**config.mk**
```make
export PLATFORM = sky130hd
export DESIGN_NAME = i2c_slave_memory_bank_flat
export DESIGN_NICKNAME = d
export VERILOG_FILES = /design/src/rtl/i2c_slave_memory_bank_pkg.sv /design/src/rtl/i2c_slave_memory_bank_if.sv /design/src/rtl/i2c_slave_memory_bank_fifo.sv /design/src/rtl/i2c_slave_memory_bank.sv /design/src/flat_wrapper.sv
export SDC_FILE = /design/constraint.sdc
export NUM_CORES = 1
export LEC_CHECK = 0
export CORE_MARGIN = 5
export CORE_UTILIZATION = 30
export DETAILED_ROUTE_END_ITERATION = 16
export PLACE_DENSITY_LB_ADDON = 0.05
export SLEW_MARGIN = 10
export SYNTH_ARGS = -nofsm -noshare
export SYNTH_HDL_FRONTEND = slang
export SYNTH_SLANG_ARGS = --single-unit
```
**constraint.sdc**
```tcl
create_clock -name Clk -period 2.84 [get_ports Clk]
set_input_delay 0.426 -clock Clk [delete_from_list [all_inputs] [get_ports Clk]]
set_output_delay 0.426 -clock Clk [all_outputs]
set_load 0.01 [all_outputs]
```
**src/rtl/i2c_slave_memory_bank_pkg.sv**
```systemverilog
// Shared encodings for the I2C slave memory bank: FSM states, command field
// encodings and the byte returned when a read finds an empty buffer.
package i2c_slave_pkg;

    typedef enum logic {
        IDLE     = 1'b0,
        SELECTED = 1'b1
    } state_t;

    localparam logic MODE_MATCH = 1'b0;
    localparam logic MODE_DATA  = 1'b1;

    localparam logic RORW_READ  = 1'b0;
    localparam logic RORW_WRITE = 1'b1;

    localparam logic [7:0] EMPTY_READ = 8'hFF;

    // Width of an address index; a single address still gets one bit.
    function automatic int id_width(input int n);
        return (n > 1) ? $clog2(n) : 1;
    endfunction

endpackage

```
**src/rtl/i2c_slave_memory_bank_if.sv**
```systemverilog
// Command/response bundle between the bus front-end and the memory bank.
interface i2c_slave_memory_bank_if
    import i2c_slave_pkg::*;
#(
    parameter int ADDRESSLENGTH = 8,
    parameter int ADDRESSNUM    = 4
);
    logic [ADDRESSLENGTH*ADDRESSNUM-1:0] AddressList;
    logic [ADDRESSLENGTH-1:0]            DirectionBuffer;
    logic                                Enable;
    logic                                Mode;
    logic                                RorW;
    logic [7:0]                          InputBuffer;
    logic [7:0]                          OutputBuffer;
    logic                                AddressFound;
    logic [id_width(ADDRESSNUM)-1:0]     LocalAddressID;
    logic                                Done;
    logic                                Overflow;
    logic                                Underflow;
    logic                                AccessError;

    modport master (
        output AddressList, DirectionBuffer, Enable, Mode, RorW, InputBuffer,
        input  OutputBuffer, AddressFound, LocalAddressID, Done,
               Overflow, Underflow, AccessError
    );

    modport slave (
        input  AddressList, DirectionBuffer, Enable, Mode, RorW, InputBuffer,
        output OutputBuffer, AddressFound, LocalAddressID, Done,
               Overflow, Underflow, AccessError
    );
endinterface

```
**src/rtl/i2c_slave_memory_bank_fifo.sv**
```systemverilog
// Byte FIFO owned by one slave address. A write to a full FIFO is dropped,
// or with WRAP set replaces the oldest byte. The caller never requests a
// read and a write in the same cycle.
module i2c_byte_fifo #(
    parameter int NBYTES = 4,
    parameter int WRAP   = 0
) (
    input  logic       clk,
    input  logic       rst_n,
    input  logic       wr_en,
    input  logic       rd_en,
    input  logic [7:0] wr_data,
    output logic [7:0] rd_data,
    output logic       full,
    output logic       empty
);
    localparam int PW = (NBYTES > 1) ? $clog2(NBYTES) : 1;

    logic [7:0]    mem [NBYTES];
    logic [PW-1:0] wr_ptr;
    logic [PW-1:0] rd_ptr;
    logic [PW:0]   count;
    logic          do_write;
    logic          do_read;

    assign full     = (count == (PW+1)'(NBYTES));
    assign empty    = (count == '0);
    assign rd_data  = mem[rd_ptr];
    assign do_write = wr_en && (!full || (WRAP != 0));
    assign do_read  = rd_en && !empty;

    // Storage array; contents survive reset, only the pointers are cleared.
    always_ff @(posedge clk) begin
        if (rst_n && do_write) begin
            mem[wr_ptr] <= wr_data;
        end
    end

    // Pointers and fill count; a wrapping write to a full FIFO drags the read pointer along.
    always_ff @(posedge clk) begin
        if (!rst_n) begin
            wr_ptr <= '0;
            rd_ptr <= '0;
            count  <= '0;
        end else if (do_write) begin
            wr_ptr <= wr_ptr + PW'(1);
            if (full) begin
                rd_ptr <= rd_ptr + PW'(1);
            end else begin
                count <= count + (PW+1)'(1);
            end
        end else if (do_read) begin
            rd_ptr <= rd_ptr + PW'(1);
            count  <= count - (PW+1)'(1);
        end
    end
endmodule

```
**src/rtl/i2c_slave_memory_bank.sv**
```systemverilog
// I2C slave memory bank: matches a received address against a list of local
// addresses and gives each one a private byte FIFO for reads and writes.
// Commands fire on the rising edge of Enable; results land one clock later.
module i2c_slave_memory_bank
    import i2c_slave_pkg::*;
#(
    parameter int ADDRESSLENGTH = 8,
    parameter int ADDRESSNUM    = 4,
    parameter int NBYTES        = 4,
    parameter int WRAP          = 0
) (
    input  logic                  Clk,
    input  logic                  Rst_n,
    i2c_slave_memory_bank_if.slave bus
);
    localparam int IDW = id_width(ADDRESSNUM);

    state_t                  state, state_n;
    logic [IDW-1:0]          sel_id, sel_id_n;
    logic [7:0]              out_q, out_n;
    logic                    done_q, done_n;
    logic                    ovf_q, ovf_n;
    logic                    unf_q, unf_n;
    logic                    acc_q, acc_n;
    logic                    enable_q;
    logic                    armed;
    logic                    cmd;
    logic                    hit;
    logic [IDW-1:0]          hit_id;
    logic                    wr_req;
    logic                    rd_req;
    logic [7:0]              fifo_data [ADDRESSNUM];
    logic [ADDRESSNUM-1:0]   fifo_full;
    logic [ADDRESSNUM-1:0]   fifo_empty;
    logic [ADDRESSNUM-1:0]   fifo_wr;
    logic [ADDRESSNUM-1:0]   fifo_rd;

    // armed stays low while an Enable held through reset is still high, so
    // that level is not mistaken for a fresh command after release.
    assign cmd = bus.Enable && !enable_q && armed;

    // Enable edge detector.
    always_ff @(posedge Clk) begin
        if (!Rst_n) begin
            enable_q <= 1'b0;
            armed    <= !bus.Enable;
        end else begin
            enable_q <= bus.Enable;
            armed    <= armed || !bus.Enable;
        end
    end

    // Address lookup; scanning downward lets the lowest matching index win.
    always_comb begin
        hit    = 1'b0;
        hit_id = '0;
        for (int i = ADDRESSNUM - 1; i >= 0; i--) begin
            if (bus.AddressList[i*ADDRESSLENGTH +: ADDRESSLENGTH] == bus.DirectionBuffer) begin
                hit    = 1'b1;
                hit_id = IDW'(i);
            end
        end
    end

    // Command decode: next state, next registered outputs and FIFO requests.
    always_comb begin
        state_n  = state;
        sel_id_n = sel_id;
        out_n    = out_q;
        done_n   = 1'b0;
        ovf_n    = 1'b0;
        unf_n    = 1'b0;
        acc_n    = 1'b0;
        wr_req   = 1'b0;
        rd_req   = 1'b0;
        if (cmd) begin
            done_n = 1'b1;
            if (bus.Mode == MODE_MATCH) begin
                state_n  = hit ? SELECTED : IDLE;
                sel_id_n = hit ? hit_id : '0;
            end else if (state == IDLE) begin
                acc_n = 1'b1;
            end else if (bus.RorW == RORW_WRITE) begin
                wr_req = 1'b1;
                ovf_n  = fifo_full[sel_id];
            end else if (fifo_empty[sel_id]) begin
                out_n = EMPTY_READ;
                unf_n = 1'b1;
            end else begin
                rd_req = 1'b1;
                out_n  = fifo_data[sel_id];
            end
        end
    end

    // Route requests to the selected FIFO; a command caught by reset never reaches storage.
    always_comb begin
        fifo_wr = '0;
        fifo_rd = '0;
        for (int i = 0; i < ADDRESSNUM; i++) begin
            fifo_wr[i] = wr_req && Rst_n && (sel_id == IDW'(i));
            fifo_rd[i] = rd_req && Rst_n && (sel_id == IDW'(i));
        end
    end

    // State and result registers.
    always_ff @(posedge Clk) begin
        if (!Rst_n) begin
            state  <= IDLE;
            sel_id <= '0;
            out_q  <= 8'h00;
            done_q <= 1'b0;
            ovf_q  <= 1'b0;
            unf_q  <= 1'b0;
            acc_q  <= 1'b0;
        end else begin
            state  <= state_n;
            sel_id <= sel_id_n;
            out_q  <= out_n;
            done_q <= done_n;
            ovf_q  <= ovf_n;
            unf_q  <= unf_n;
            acc_q  <= acc_n;
        end
    end

    for (genvar g = 0; g < ADDRESSNUM; g++) begin : g_fifo
        i2c_byte_fifo #(
            .NBYTES (NBYTES),
            .WRAP   (WRAP)
        ) u_fifo (
            .clk     (Clk),
            .rst_n   (Rst_n),
            .wr_en   (fifo_wr[g]),
            .rd_en   (fifo_rd[g]),
            .wr_data (bus.InputBuffer),
            .rd_data (fifo_data[g]),
            .full    (fifo_full[g]),
            .empty   (fifo_empty[g])
        );
    end

    assign bus.AddressFound   = (state == SELECTED);
    assign bus.LocalAddressID = sel_id;
    assign bus.OutputBuffer   = out_q;
    assign bus.Done           = done_q;
    assign bus.Overflow       = ovf_q;
    assign bus.Underflow      = unf_q;
    assign bus.AccessError    = acc_q;
endmodule

```
**src/flat_wrapper.sv**
```systemverilog
// flat-port wrapper written by rule: the top's interface ports become plain ports
module i2c_slave_memory_bank_flat import i2c_slave_pkg::*;
#(
    parameter int ADDRESSLENGTH = 8,
    parameter int ADDRESSNUM    = 4,
    parameter int NBYTES        = 4,
    parameter int WRAP          = 0
)
  (Clk, Rst_n, bus_AddressList, bus_DirectionBuffer, bus_Enable, bus_Mode, bus_RorW, bus_InputBuffer, bus_OutputBuffer, bus_AddressFound, bus_LocalAddressID, bus_Done, bus_Overflow, bus_Underflow, bus_AccessError);
  i2c_slave_memory_bank_if #(.ADDRESSLENGTH(ADDRESSLENGTH), .ADDRESSNUM(ADDRESSNUM)) bus_i ();
  input  logic Clk;
  input  logic Rst_n;
  input wire logic [$bits(bus_i.AddressList)-1:0] bus_AddressList;
  input wire logic [$bits(bus_i.DirectionBuffer)-1:0] bus_DirectionBuffer;
  input wire logic [$bits(bus_i.Enable)-1:0] bus_Enable;
  input wire logic [$bits(bus_i.Mode)-1:0] bus_Mode;
  input wire logic [$bits(bus_i.RorW)-1:0] bus_RorW;
  input wire logic [$bits(bus_i.InputBuffer)-1:0] bus_InputBuffer;
  output wire logic [$bits(bus_i.OutputBuffer)-1:0] bus_OutputBuffer;
  output wire logic [$bits(bus_i.AddressFound)-1:0] bus_AddressFound;
  output wire logic [$bits(bus_i.LocalAddressID)-1:0] bus_LocalAddressID;
  output wire logic [$bits(bus_i.Done)-1:0] bus_Done;
  output wire logic [$bits(bus_i.Overflow)-1:0] bus_Overflow;
  output wire logic [$bits(bus_i.Underflow)-1:0] bus_Underflow;
  output wire logic [$bits(bus_i.AccessError)-1:0] bus_AccessError;
  assign bus_i.AddressList = bus_AddressList;
  assign bus_i.DirectionBuffer = bus_DirectionBuffer;
  assign bus_i.Enable = bus_Enable;
  assign bus_i.Mode = bus_Mode;
  assign bus_i.RorW = bus_RorW;
  assign bus_i.InputBuffer = bus_InputBuffer;
  assign bus_OutputBuffer = bus_i.OutputBuffer;
  assign bus_AddressFound = bus_i.AddressFound;
  assign bus_LocalAddressID = bus_i.LocalAddressID;
  assign bus_Done = bus_i.Done;
  assign bus_Overflow = bus_i.Overflow;
  assign bus_Underflow = bus_i.Underflow;
  assign bus_AccessError = bus_i.AccessError;
  i2c_slave_memory_bank #(.ADDRESSLENGTH(ADDRESSLENGTH), .ADDRESSNUM(ADDRESSNUM), .NBYTES(NBYTES), .WRAP(WRAP)) u_core (.Clk(Clk), .Rst_n(Rst_n), .bus(bus_i));
endmodule
```
==> key figures, run 1 <==
Yosys
  • Library cells used by synthesis: 50
  • Post-synth net total: 572
  • Seq cells post-synth: 181
  • EDFF count, synth: 128
  • Syn Area/Cell: 15.6 um2
  • Synth cell count leaders: edfxtp_1, dfxtp_1, and2_1
  • Synth area leaders: edfxtp_1, dfxtp_1, mux4_2
  • Most frequent cell after synthesis: edfxtp_1
  • Post-Syn Area: 7760 um2
  • Post-synth top area share: 49.5%
  • Async S/R FF share, synth: 0%
  • Sequential area share after synthesis: 63.2%
  • Main synth FF type: edfxtp_1
  • Cells after synthesis: 499
  • Post-synth top area cell: edfxtp_1
  • YS warnings: 0

Hold path
  • Hold Crit Depth: 2
  • Hold Startpoint: u_core.armed
  • Hold EP: u_core.armed
  • Hold WC Path Type: register to register

Power and ir drop
  • Lkg Pwr: 3.09 nW
  • VDD IR-drop max: 0.000419 V
  • Power Dens Cells: 571 nW/um2

Clock tree
  • Clk slew on worst S/H paths: 70 ps
  • Deepest clock path buffer count: 2
  • Resized Gates After CTS: 0
  • H-tree Lvls: 4
  • Hold_buf cts: 0
  • CTS tree: done
  • CTS buffer count: 17
  • CTS Root Cell: clkbuf_16
  • Total clock sinks: 181
  • Setup bufs post-CTS: 0
  • Clk_lat worst skew: 440 ps

Place
  • Hpwl dp: 12.3 mm
  • Final RePlAce weighted congestion: 0.761
  • IO Port Bufs: 67
  • DP Cell Count: 892

Die
  • Die footprint: 29,200 um2
  • Number of placed I/O pins: 68
  • Core Area: 25,300 um2
  • Die height: 171 um
  • Initial core utilization: 30.6%
  • # rows: 58
  • Die extent in x: 171 um

Timing
  • Final hold vios: 0
  • Minimum clock period: 2400 ps
  • Fmax: 0.417 GHz
  • Final setup fails: 0
  • Final worst-path cycle share: 84.4%
  • TNS Setup: 0 ps
  • Least-Margin Pin Slew: 756 ps
  • Max-slew violations: 0
  • Final hold slack: 501 ps
  • RSZ-0062 raised after global routing: false
  • Relative slew slack: 49.4%
  • Clk_skew: 16.0 ps

Global routing
  • Largest net degree at the start of global routing: 47
  • Vias in the first global route: 4,522
  • Global-route wire length before repair: 27.3 mm
  • Grt ovf: 0
  • Initial antenna violation count: 0
  • Gr usage total: 12.7%

Layout
  • ANT cells: 0
  • Share of cells above drive strength 1: 16.5%
  • Final non-filler cell total: 924
  • Area Overhead vs Synth: 22.1%
  • Final Util: 37.4%
  • Count of nets after finishing: 654

Critical path
  • Setup CP Type: register to register
  • Worst r2r dst: u_core.g_fifo[3].u_fifo.count[2]
  • Crit path DAT: 2720 ps
  • Critical R2R Launch: u_core.bus.LocalAddressID[1]
  • Crit start category: register
  • Crit. End Element: register
  • Crit path max fanout: 13
  • Req. time, crit path: 3170 ps
  • R2r setup slk: 440 ps
  • Worst r2r path cells: 7

Flow run
  • Max-cap viol count: 0

Drt
  • ANT nets after route: 0
  • Residual DRC: 0
  • WL final: 17.6 mm
  • Routed vias: 4,260
  • DR iter-0 viols: 225
  • Wirelength per Cell: 19.1 um
  • Drt first pass iters: 4
  • Drt via density: 4.61

Run status
  • Status: completed
==> cells in the final DEF, fill, tap and decap left out, drive strengths merged, types with 2 or more instances in the layout <==
| cell type | synthesis | layout |
|---|---|---|
| nand3b | 3 | 3 |
| mux4 | 32 | 32 |
| o21ai | 4 | 4 |
| a2111oi | 5 | 5 |
| a21oi | 6 | 6 |
| nor3 | 5 | 5 |
| fa | 4 | 4 |
| dfxtp | 53 | 53 |
| clkbuf | 9 | 17 |
| inv | 13 | 18 |
| nor2b | 7 | 7 |
| mux2i | 6 | 6 |
| edfxtp | 128 | 128 |
| nand2 | 24 | 24 |
| nand2b | 2 | 2 |
| and2 | 41 | 41 |
| clkinv | 0 | 9 |
| a22oi | 16 | 16 |
| or2 | 2 | 2 |
| o31ai | 2 | 2 |
| nor4 | 6 | 6 |
| clkdlybuf4s50 | 0 | 67 |
| buf | 14 | 19 |
| a21boi | 4 | 4 |
| nand4 | 6 | 6 |
| xor2 | 13 | 13 |
| xnor2 | 39 | 39 |
| nand3 | 2 | 2 |
| ha | 16 | 16 |
| nor2 | 21 | 21 |
| o221a | 7 | 7 |
==> critical path, stage by stage, from the launching register on <==
cell	delay, ps
dfxtp_1	700
nand2_1	230
a2111oi_2	450
inv_1	100
fa_1	380
mux2i_1	140
xnor2_1	140
and2_1	150
==> layout make-up <==
| cell class | count | area (um2) |
|---|---|---|
| sequential | 181 | 4900 |
| timing repair buffer | 86 | 813 |
| clock inverter | 15 | 183 |
| fill | 2394 | 15900 |
| multi-input combinational | 282 | 2680 |
| tap | 330 | 413 |
| inverter | 13 | 48.8 |
| clock buffer | 17 | 425 |
==> worst max path at each step <==
| stage | from | to | slack (ps) |
|---|---|---|---|
| detailed placement | bus_Enable | u_core.g_fifo[1].u_fifo.mem[1][7] | 20 |
| CTS | u_core.bus.LocalAddressID[1] | u_core.g_fifo[3].u_fifo.count[2] | 450 |
| global placement | bus_Enable | u_core.g_fifo[1].u_fifo.mem[1][7] | 70 |
| floorplan | u_core.bus.LocalAddressID[1] | u_core.g_fifo[3].u_fifo.count[2] | 660 |
| finish | u_core.bus.LocalAddressID[1] | u_core.g_fifo[3].u_fifo.count[2] | 440 |
| global route | u_core.bus.LocalAddressID[1] | u_core.g_fifo[3].u_fifo.count[2] | 270 |
==> power breakdown <==
part / leakage (nW) / switching, mW / internal [mW]
clock network: 0.291 / 1.16 / 1.19
logic: 1.22 / 0.109 / 0.116
registers: 1.58 / 0.00772 / 2.82
total: 3.09 / 1.28 / 4.13
==> logic make-up (layout without fill, tap and decap cells) <==
family                     count (synthesis)  after routing  synth area share, %
DFF                                      181            181                 63.2
xor gates and xnor gates                  52             52                 5.87
and+or+nand+nor                          122            122                 9.55
AOI/OAI and AO/OA                         49             49                 5.35
muxes                                     39             39                 10.2
buffers and inverters                     36            131                 2.21
adders and majority gates                 20             20                 3.61
==> flip-flops by register name, summed over array words and instances, names as in the netlist, 2 cells and up, named ones only <==
signal and flops:
u_core.bus.OutputBuffer 8, u_core.bus.LocalAddressID 2, u_core.g_fifo.u_fifo.count 12, u_core.g_fifo.u_fifo.wr_ptr 8, u_core.g_fifo.u_fifo.rd_ptr 8, u_core.g_fifo.u_fifo.mem 128
==> per-stage QoR <==
step	total power [mW]	setup slack (ps)	area, um2
2_1_floorplan	2.97	660	7760
3_3_place_gp	3.12	65.0	8860
3_5_place_dp	3.12	22.0	8860
4_1_cts	5.50	450	9470
5_1_grt	5.63	269	9470
6_report	5.41	444	9470
==> metal layers <==
| layer | global-route usage, % | up-vias | wire (um) |
|---|---|---|---|
| li1 | - | 2025 | - |
| met1 | 17.0 | 2126 | 7850 |
| met2 | 20.8 | 98 | 8760 |
| met3 | 3.47 | 11 | 841 |
| met4 | 2.89 | 0 | 156 |
| met5 | 0 | - | 0 |
Note: power is estimated with default switching activity, not from simulation.
==> run 2: changes to the inputs <==
==> constraint.sdc (replaced) <==
create_clock -name Clk -period 2 [get_ports Clk]
set_input_delay 0.3 -clock Clk [delete_from_list [all_inputs] [get_ports Clk]]
set_output_delay 0.3 -clock Clk [all_outputs]
set_load 0.01 [all_outputs]
==> run 2 against run 1 <==
Clock power rose by 47%. Cell count rose by 5.6%. Largest power group unchanged. Largest cell class unchanged. Non-clock buffer count rose by 51. Register-to-register slack got worse by 400 ps.
==> key figures, run 2 (synthesized netlist as in run 1, its figures left out) <==
Place
  • IO Port Bufs: 67 (unchanged)
  • Placed cell area: 9460 um2 (+6.7%)
  • Place WS: -535 ps (-557 ps)
  • Hpwl dp: 12.9 mm (+4.9%)
  • Final RePlAce weighted congestion: 0.746 (-2.0%)
  • DP Cell Count: 937 (+5.0%)

Die
  • Die footprint: 29,200 um2 (unchanged)
  • # rows: 58 (unchanged)
  • Die height: 171 um (unchanged)
  • Core Area: 25,300 um2 (unchanged)
  • Initial core utilization: 30.6% (unchanged)
  • Die extent in x: 171 um (unchanged)
  • Number of placed I/O pins: 68 (unchanged)

Timing
  • Relative slew slack: 52.1% (+2.7 points)
  • Max-slew violations: 0 (unchanged)
  • RSZ-0062 raised after global routing: true
  • TNS Setup: 0 ps (unchanged)
  • Clk_skew: 8.97 ps (-7.03 ps)
  • Minimum clock period: 1950 ps (-441 ps)
  • Final hold slack: 370 ps (-131 ps)
  • Fmax: 0.512 GHz (+23%)
  • Fin worst setup slack: 45.5 ps (-399 ps)
  • Final setup fails: 0 (unchanged)
  • Least-Margin Pin Slew: 716 ps (-40.6 ps)
  • Final worst-path cycle share: 97.7% (+13 points)
  • Final hold vios: 0 (unchanged)

Layout
  • Max FFs per register: 128 (unchanged)
  • Share of cells above drive strength 1: 25.1% (+8.6 points)
  • Count of nets after finishing: 706 (+8.0%)
  • Final Util: 40.2% (+2.8 points)
  • Top Registers: u_core.g_fifo.u_fifo.mem: 128 flops, u_core.g_fifo.u_fifo.count: 12 flops
  • Largest register by flop count: u_core.g_fifo.u_fifo.mem
  • ANT cells: 0 (unchanged)
  • Most frequent cells in the layout: edfxtp_1, clkdlybuf4s50_1, buf_4
  • Area Overhead vs Synth: 31.3%
  • Final instance area: 10,200 um2 (+7.6%)
  • Final non-filler cell total: 976 (+5.6%)
  • Commonest non-fill, non-tap cell in the layout: edfxtp_1

Drt
  • Routed vias: 4,418 (+3.7%)
  • Wirelength per Cell: 18.3 um (-3.9%)
  • WL final: 17.9 mm (+1.5%)
  • Residual DRC: 0 (unchanged)
  • Drt via density: 4.53 (-1.8%)
  • DR iter-0 viols: 300 (+33%)
  • ANT nets after route: 0 (unchanged)
  • Drt first pass iters: 4 (unchanged)

Clock tree
  • CTS tree: done
  • Hold_buf cts: 0 (unchanged)
  • Deepest clock path buffer count: 2 (unchanged)
  • H-tree Lvls: 4 (unchanged)
  • CTS Root Cell: clkbuf_16
  • Total clock sinks: 181 (unchanged)
  • Clk_lat worst skew: 420 ps (-20 ps)
  • CTS buffer count: 17 (unchanged)
  • Clk slew on worst S/H paths: 70 ps (about the same)

Critical path
  • Top Family by Delay on Critical Path: simple AND/OR/NAND/NOR gates
  • Crit path max fanout: 7 (-6)
  • Req. time, crit path: 2310 ps (-860 ps)
  • Slowest-stage cell, CP: dfxtp_4
  • Worst path max stage delay: 370 ps (-330 ps)
  • Crit start category: register
  • Crit. End Element: register
  • Setup CP Type: register to register
  • Worst path buffer plus inverter count: 1 (unchanged)
  • Crit-path cells: or2_4 -> a2111oi_4 -> inv_2 -> fa_2 -> mux2i_1 -> xnor2_1 -> and2_1
  • Crit path DAT: 2270 ps (-450 ps)

Global routing
  • Initial antenna violation count: 0 (unchanged)
  • Gr usage total: 12.9% (+0.19 points)
  • Vias in the first global route: 4,823 (+6.7%)
  • Global-route wire length before repair: 28.0 mm (+2.5%)
  • Largest net degree at the start of global routing: 47 (unchanged)
  • Grt ovf: 0 (unchanged)

Power and ir drop
  • VDD IR-drop max: 0.000482 V (+15%)
  • Tot Pwr: 7.84 mW (+45%)
  • Lkg Pwr: 3.43 nW (+11%)
  • Power Dens Cells: 770 nW/um2 (+35%)

Run status
  • Status: completed

Flow run
  • Max-cap viol count: 0 (unchanged)

Hold path
  • Hold WC Path Type: input pin to register
run 2: cell count changes in the layout (fill, tap and decap cells not counted), sizes merged:
cell | before | now
clkinv | 9 | 1
bufinv | 0 | 3
clkbuf | 17 | 21
buf | 19 | 70
clkdlybuf4s50 | 67 | 63
clkinvlp | 1 | 2
dlymetal6s2s | 0 | 2
dlygate4sd2 | 0 | 2
nand4b | 1 | 2
run 2: final cells by class:
cell class                      instances  area (um2)
Inverter                               13        48.8
Clock inverter                         11         165
Multi-Input combinational cell        283        2780
Fill cell                            2321       15100
Sequential cell                       181        4920
Timing Repair Buffer                  137        1420
Clock buffer                           21         450
Tap cell                              330         413
run 2: layer usage:
layer,GRT usage (%),wire length (um)
met5,0,0
met4,2.89,133
met3,3.42,688
met2,21.6,8980
met1,16.9,8070
run 2: final timing paths:
kind	startpoint	depth (start not counted)	slack, ps	end
min	bus_Mode	3	370	u_core.bus.AccessError
max	u_core.bus.LocalAddressID[0]	7	50	u_core.g_fifo[0].u_fifo.count[2]
max reg2reg	u_core.bus.LocalAddressID[0]	7	50	u_core.g_fifo[0].u_fifo.count[2]
min reg2reg	u_core.armed	2	490	u_core.armed
run 2: repair_timing:
| action | in CTS | in global routing |
|---|---|---|
| pin swaps | 2 | 4 |
| buffers inserted | 1 | 5 |
| setup endpoints to repair | 3 | 5 |
| cloned | 1 | 0 |
| resized for setup | 5 | 9 |
run 2: tightest hold or removal path, cell delays in order:
cell and delay (ps):
dlymetal6s2s_1 160, buf_4 160, nor3b_1 130
run 2: power by group:
| group | leakage (nW) | internal [mW] | switching [mW] |
|---|---|---|---|
| clock network | 0.294 | 2.04 | 1.43 |
| logic | 1.56 | 0.190 | 0.167 |
| registers | 1.58 | 4.01 | 0.00848 |
